==> config.mk <==
export PLATFORM = sky130hd
export DESIGN_NAME = instr_fetch_flat
export DESIGN_NICKNAME = d
export VERILOG_FILES = /design/src/rtl/instr_fetch_if.sv /design/src/rtl/instr_fetch.sv /design/src/flat_wrapper.sv
export SDC_FILE = /design/constraint.sdc
export NUM_CORES = 1
export LEC_CHECK = 0
export CAP_MARGIN = 20
export CORE_ASPECT_RATIO = 0.6
export CORE_MARGIN = 2
export CORE_UTILIZATION = 30
export DETAILED_ROUTE_END_ITERATION = 10
export GPL_ROUTABILITY_DRIVEN = 0
export PLACE_DENSITY = 0.58
export SLEW_MARGIN = 5
export SYNTH_ARGS = -nofsm -noshare
export SYNTH_HDL_FRONTEND = slang
export SYNTH_SLANG_ARGS = --single-unit
export TNS_END_PERCENT = 5
==> constraint.sdc <==
create_clock -name i_clk -period 6.3 [get_ports i_clk]
set_input_delay 1.26 -clock i_clk [delete_from_list [all_inputs] [get_ports i_clk]]
set_output_delay 1.26 -clock i_clk [all_outputs]
set_load 0.1 [all_outputs]
==> src/rtl/instr_fetch_if.sv <==
// Instruction-memory read bus: single outstanding request, data qualified by ack.
// The fetch unit is the master; the memory model or controller is the slave.
interface instr_fetch_if #(
  parameter int PCW = 10,
  parameter int IW  = 9
);
  logic           req;
  logic [PCW-1:0] addr;
  logic           ack;
  logic [IW-1:0]  rdata;

  modport master (output req, output addr, input ack, input rdata);
  modport slave  (input req, input addr, output ack, output rdata);
endinterface

==> src/rtl/instr_fetch.sv <==
// Instruction fetch unit: requests one word at a time, holds it until the decoder
// consumes it, then advances PC sequentially, redirects on branch or stops on halt.
module instr_fetch #(
  parameter int PCW = 10,
  parameter int IW  = 9
) (
  input  logic                i_clk,
  input  logic                i_rst_n,
  input  logic                i_start,
  input  logic                i_stall,
  input  logic                i_branch,
  input  logic [PCW-1:0]      i_target,
  input  logic                i_halt,
  instr_fetch_if.master       imem,
  output logic [IW-1:0]       o_instr,
  output logic                o_instr_valid,
  output logic [PCW-1:0]      o_pc,
  output logic                o_done,
  output logic [15:0]         o_fetch_count
);

  typedef enum logic [1:0] {S_IDLE, S_REQ, S_HOLD, S_HALTED} state_t;

  state_t         r_state, w_state_nxt;
  logic [PCW-1:0] r_pc, w_pc_nxt;
  logic [IW-1:0]  r_instr, w_instr_nxt;
  logic           r_valid, w_valid_nxt;
  logic           r_done, w_done_nxt;
  logic [15:0]    r_cnt, w_cnt_nxt;
  logic           w_consume;

  function automatic logic [15:0] sat_inc16(input logic [15:0] v);
    return (v == 16'hFFFF) ? v : v + 16'd1;
  endfunction

  always_ff @(posedge i_clk or negedge i_rst_n) begin
    if (!i_rst_n) begin
      r_state <= S_IDLE;
      r_pc    <= '0;
      r_instr <= '0;
      r_valid <= 1'b0;
      r_done  <= 1'b0;
      r_cnt   <= '0;
    end else begin
      r_state <= w_state_nxt;
      r_pc    <= w_pc_nxt;
      r_instr <= w_instr_nxt;
      r_valid <= w_valid_nxt;
      r_done  <= w_done_nxt;
      r_cnt   <= w_cnt_nxt;
    end
  end

  // Valid is only ever set in HOLD, so this is the decoder's consume strobe.
  assign w_consume = r_valid & ~i_stall;

  always_comb begin
    w_state_nxt = r_state;
    w_pc_nxt    = r_pc;
    w_instr_nxt = r_instr;
    w_valid_nxt = r_valid;
    w_done_nxt  = r_done;
    w_cnt_nxt   = r_cnt;
    unique case (r_state)
      S_IDLE: begin
        if (i_start) begin
          w_pc_nxt    = '0;
          w_cnt_nxt   = '0;
          w_state_nxt = S_REQ;
        end
      end
      S_REQ: begin
        if (imem.ack) begin
          w_instr_nxt = imem.rdata;
          w_valid_nxt = 1'b1;
          w_cnt_nxt   = sat_inc16(r_cnt);
          w_state_nxt = S_HOLD;
        end
      end
      S_HOLD: begin
        if (w_consume) begin
          w_valid_nxt = 1'b0;
          if (i_halt) begin
            w_done_nxt  = 1'b1;
            w_state_nxt = S_HALTED;
          end else begin
            w_pc_nxt    = i_branch ? i_target : r_pc + PCW'(1);
            w_state_nxt = S_REQ;
          end
        end
      end
      S_HALTED: begin
        if (i_start) begin
          w_done_nxt  = 1'b0;
          w_cnt_nxt   = '0;
          w_pc_nxt    = '0;
          w_state_nxt = S_REQ;
        end
      end
      default: w_state_nxt = S_IDLE;
    endcase
  end

  assign imem.req      = (r_state == S_REQ);
  assign imem.addr     = r_pc;
  assign o_instr       = r_instr;
  assign o_instr_valid = r_valid;
  assign o_pc          = r_pc;
  assign o_done        = r_done;
  assign o_fetch_count = r_cnt;

endmodule

==> src/flat_wrapper.sv <==
// flat-port wrapper written by rule: the top's interface ports become plain ports
module instr_fetch_flat 
#(
  parameter int PCW = 10,
  parameter int IW  = 9
)
  (i_clk, i_rst_n, i_start, i_stall, i_branch, i_target, i_halt, o_instr, o_instr_valid, o_pc, o_done, o_fetch_count, imem_req, imem_addr, imem_ack, imem_rdata);
  instr_fetch_if #(.PCW(PCW), .IW(IW)) imem_i ();
  input  logic i_clk;
  input  logic i_rst_n;
  input  logic i_start;
  input  logic i_stall;
  input  logic i_branch;
  input  logic [PCW-1:0] i_target;
  input  logic i_halt;
  output logic [IW-1:0] o_instr;
  output logic o_instr_valid;
  output logic [PCW-1:0] o_pc;
  output logic o_done;
  output logic [15:0] o_fetch_count;
  output wire logic [$bits(imem_i.req)-1:0] imem_req;
  output wire logic [$bits(imem_i.addr)-1:0] imem_addr;
  input wire logic [$bits(imem_i.ack)-1:0] imem_ack;
  input wire logic [$bits(imem_i.rdata)-1:0] imem_rdata;
  assign imem_req = imem_i.req;
  assign imem_addr = imem_i.addr;
  assign imem_i.ack = imem_ack;
  assign imem_i.rdata = imem_rdata;
  instr_fetch #(.PCW(PCW), .IW(IW)) u_core (.i_clk(i_clk), .i_rst_n(i_rst_n), .i_start(i_start), .i_stall(i_stall), .i_branch(i_branch), .i_target(i_target), .i_halt(i_halt), .imem(imem_i), .o_instr(o_instr), .o_instr_valid(o_instr_valid), .o_pc(o_pc), .o_done(o_done), .o_fetch_count(o_fetch_count));
endmodule
## Word level (Yosys, flattened, before mapping)

Cells that the tools add are included.

| storage, ports and cells | value |
|---|---|
| input port bits | 26 |
| bits in registers | 39 |
| output and inout port bits | 48 |
| word-level logic and storage cells | 54 |

| cells by class | value |
|---|---|
| $add $sub $neg | 2 |
| reductions and logical operators | 12 |
| muxes and demuxes | 21 |
| equality and inequality tests | 11 |
| bitwise operators | 2 |

Operators by type and width:

| operator | count |
|---|---|
| $mux 16 | 3 |
| $mux 10 | 4 |
| $pmux 16 s2 | 1 |
| $pmux 10 s2 | 1 |
| $add 16x1->16 const B | 1 |
| $eq 16x16->1 const B | 1 |
| $reduce_and 4->1 | 3 |
| $add 10x1->10 const B | 1 |
| $mux 2 | 4 |
| $ne 2x2->1 const B | 4 |
| $reduce_bool 2->1 | 4 |
| $ne 2x1->1 const B | 3 |
| $pmux 2 s3 | 1 |
| $reduce_and 3->1 | 2 |
| $mux 1 | 5 |
| $eq 2x2->1 const B | 2 |
| $pmux 1 s2 | 2 |
| $eq 2x1->1 const B | 1 |
| $logic_not 2->1 | 1 |
| $reduce_and 2->1 | 1 |
| $reduce_or 2->1 | 1 |
| $and 1x1->1 | 1 |
| $not 1->1 | 1 |

## Longest topological paths before layout

| depth | value |
|---|---|
| depth after elaboration | 5 |
| gate-level depth with buffers | 9 |
| gate-level depth less buffers | 7 |

## Worst setup path after synthesis

No wires, ideal clock.

| path | value |
|---|---|
| kind | flip-flop to output port |
| start | register u_core.r_pc[5] (netlist: u_core.imem.addr[5]) |
| end | output port o_pc[5] |
| arrival | 1428 ps |
| cell stages (with the launch flop) | 2 |
| path slack | 3612 ps |
| required time | 5040 ps |
| buffers on the path | 1 |
| path through | dfrtp_1 buf_4 |

RTL lines:

| what | RTL line | source |
|---|---|---|
| start: declaration | instr_fetch.sv:25 | `logic [PCW-1:0] r_pc, w_pc_nxt;` |
| start signal: assignment | instr_fetch.sv:46 | `r_pc <= w_pc_nxt;` |
| end: declaration | flat_wrapper.sv:18 | `output logic [PCW-1:0] o_pc;` |

No word-level cell between the ends.

## Worst setup path after layout

| path | value |
|---|---|
| start | register u_core.r_state[1] |
| end | output port imem_req |

| between the ends | value |
|---|---|
| word-level cells in the longest chain between the ends | 1 |

RTL lines:

| what | RTL line | source |
|---|---|---|
| start: declaration | instr_fetch.sv:24 | `state_t r_state, w_state_nxt;` |
| start signal: assignment | instr_fetch.sv:45 | `r_state <= w_state_nxt;` |
| $eq 2x1->1 | instr_fetch.sv:104 | `assign imem.req = (r_state == S_REQ);` |
| end: declaration | flat_wrapper.sv:21 | `output wire logic [$bits(imem_i.req)-1:0] imem_req;` |

No other way between the ends.

==> results by group <==
Status
  • Status: complete, no violations

Floorplanning
  • # rows: 24
  • Top Ports: 74
  • Initial core utilization: 30.63%
  • Die X-Extent: 114.7 µm
  • Die height: 70.44 µm
  • Core Box Area: 7207 µm²
  • Die area: 8082 µm²

Drt
  • Via-per-instance ratio: 5.053
  • Drt first pass iters: 4
  • Met2 wire length: 2332 µm
  • Met3 wire length: 230 µm
  • Vias after detailed routing: 1986
  • Post-DR wirelength/cell: 14.64 µm
  • Drt initial violations: 96
  • Max layer used: met4
  • DRT met1 WL: 3143 µm
  • WL final: 5754 µm
  • DRC: 0
  • Routed Antenna Nets: 0

Global routing
  • Largest net degree at the start of global routing: 40
  • Aggregate global routing overflow: 0
  • First-pass GRT wire length: 9273 µm
  • Vias in the first global route: 1775
  • Antenna violations before repair: 0
  • GRT Util Overall: 14.58%

STA
  • Fin. max-slew vios: 0
  • Final cycle utilization of the critical path: 55.67%
  • Slew headroom: 31.11%
  • Final worst path period need: 3.507 ns
  • Hold slack final: 0.5019 ns
  • F_max: 285.1 MHz
  • Final Hold Vio Count: 0
  • Unrepaired setup endpoints after global routing: no
  • Setup Viol. Count Final: 0
  • Slack of the critical path: 2.793 ns
  • Setup TNS: 0 ns
  • Fin Clk Skew: 0.004124 ns
  • Slew @ Worst Pin: 1.033 ns

CTS
  • Num Clock Sinks: 39
  • Clk buf depth: 2
  • Htree depth: 2
  • Clock transition at path regs: 0.06 ns
  • Clock Tree Root: clkbuf_16
  • Post-CTS Hold Fix Bufs: 0
  • Postcts setup bufs: 0
  • Num CTS Buffers: 5
  • Worst-Skew Late Latency: 0.28 ns
  • TritonCTS clock tree: yes
  • Resize count post-CTS: 0

Critical path
  • Crit-path slowest cell: clkdlybuf4s50_1
  • Crit-path leading delay family: buffers and inverters
  • Crit path cell chain: inv_1 -> ha_1 -> clkdlybuf4s50_1
  • Worst Path Max Fanout: 6
  • Delay of the slowest critical-path stage: 1.18 ns
  • Critical Path RT: 5.04 ns
  • CP Capture Type: output port
  • FF-to-FF Start: u_core.r_state[0]
  • Worst Setup Start Kind: register
  • Arrival @ worst endpoint: 2.25 ns
  • Worst Path Buf+Inv: 2
  • Critical Path Source: u_core.r_state[1]
  • Crit path kind: reg -> out

Synth
  • Post-synth top flop: dfrtp_1
  • Cells after Synth: 241
  • Yosys top cell area share: 44.22%
  • Post-synth top area cell: dfrtp_1
  • Synth area leaders: dfrtp_1 (44%), o21ai_0 (6.1%), nand2_1 (4.8%)
  • Most common cell in the synthesized netlist: dfrtp_1
  • Seq/Total Area, Yosys: 44.22%
  • Post-synthesis async set-or-reset flop share: 100.0%
  • Cell Area, Synth: 2207 µm²
  • Yosys reg bits: 39
  • Synth cell count leaders: dfrtp_1 (39), nand2_1 (28), o21ai_0 (27)
  • Netlist cell types: 43
  • Post-Synthesis Net Count: 273
  • Syn_area_per_cell: 9.158 µm²
  • Post-synth EDFFs: 0
  • Syn. warnings: 0

Final layout
  • Finished Layout Cells: 393
  • ANT cells: 0
  • Share of cells above drive strength 1: 7.285%
  • Area Growth Syn to Fin: 40.42%
  • Fin nets: 333

Placement
  • PortBufs: 73
  • Dpl cells: 385
  • Pre-CTS WS: 2.957 ns
  • DP HPWL: 4114 µm

Worst hold path
  • Min-delay src: u_core.o_instr[5]
  • Worst hold path type: reg -> reg

Job
  • Max_cap viols: 0
==> routing by layer <==
metal / vias to the layer above / global-route usage, %
met3: 5 / 3.472
met2: 44 / 19.40
met4: 0 / 3.614
li1: 1004 / -
met5: - / 0
met1: 933 / 23.21
==> layout by cell type, fill, tap and decap left out, types with 3 or more instances in the layout <==
cell	count
nor3_1	10
nand2_1	28
nand3_1	11
nand4_1	3
a31oi_1	5
nor4_1	3
nor2b_1	4
ha_1	6
and3_1	6
inv_1	3
mux2_2	9
a21o_1	3
clkbuf_16	5
clkdlybuf4s50_1	72
and2_1	3
a21oi_1	16
nor2_1	12
o21ai_0	27
dfrtp_1	39
or4_1	5
==> sequential cells by signal, indices dropped and copies added (netlist names) <==
register              flops
u_core.imem.addr         10
u_core.o_fetch_count     16
u_core.r_state            2
u_core.o_done             1
u_core.o_instr            9
u_core.o_instr_valid      1
==> stage by stage <==
stage / utilization (%) / cell area [µm²]
finish: 43.00 / 3099
global route: 43.00 / 3099
CTS: 43.00 / 3099
detailed placement: 40.59 / 2925
global placement: 40.59 / 2925
floorplan: - / 2207
==> cells by family (layout without fill, tap and decap cells) <==
family	after synthesis	count (layout)	synth area share [%]
AOI/OAI and AO/OA	64	64	17.18
adders and majority gates	6	6	3.401
buffers and inverters	23	84	6.009
DFF	39	39	44.22
muxes	11	11	5.499
and+or+nand+nor	98	98	23.70
==> worst register-to-register path, cell delays in order, from the launching register on <==
cell,delay [ns]
dfrtp_1,0.41
inv_1,0.06
ha_1,0.82
inv_1,0.29
o22ai_1,0.87
nor3_1,0.11
a21oi_1,0.15
o21ai_0,0.09
==> area by class of cell <==
class / count / area (µm²)
clock buffer: 6 / 138.9
multi-input combinational: 179 / 1099
sequential: 39 / 975.9
timing repair buffer: 73 / 725.7
clock inverter: 2 / 35.03
tap: 91 / 113.9
inverter: 3 / 11.26
fill: 714 / 4108
==> worst paths after layout <==
check / to / depth (start not counted) / slack [ns]
min in group asynchronous: u_core.imem.addr[7] / 1 / 1.11
worst min register to register: u_core.o_instr[5] / 1 / 0.50
max in group asynchronous: u_core.r_state[0] / 1 / 4.62
worst max register to register: u_core.imem.addr[9] / 7 / 3.38
worst min-delay path: u_core.o_instr[5] / 1 / 0.50
worst max-delay path: imem_req / 3 / 2.79
Power is not shown: default switching activity piles up to over one toggle a cycle in this logic, so the estimate is an artifact.
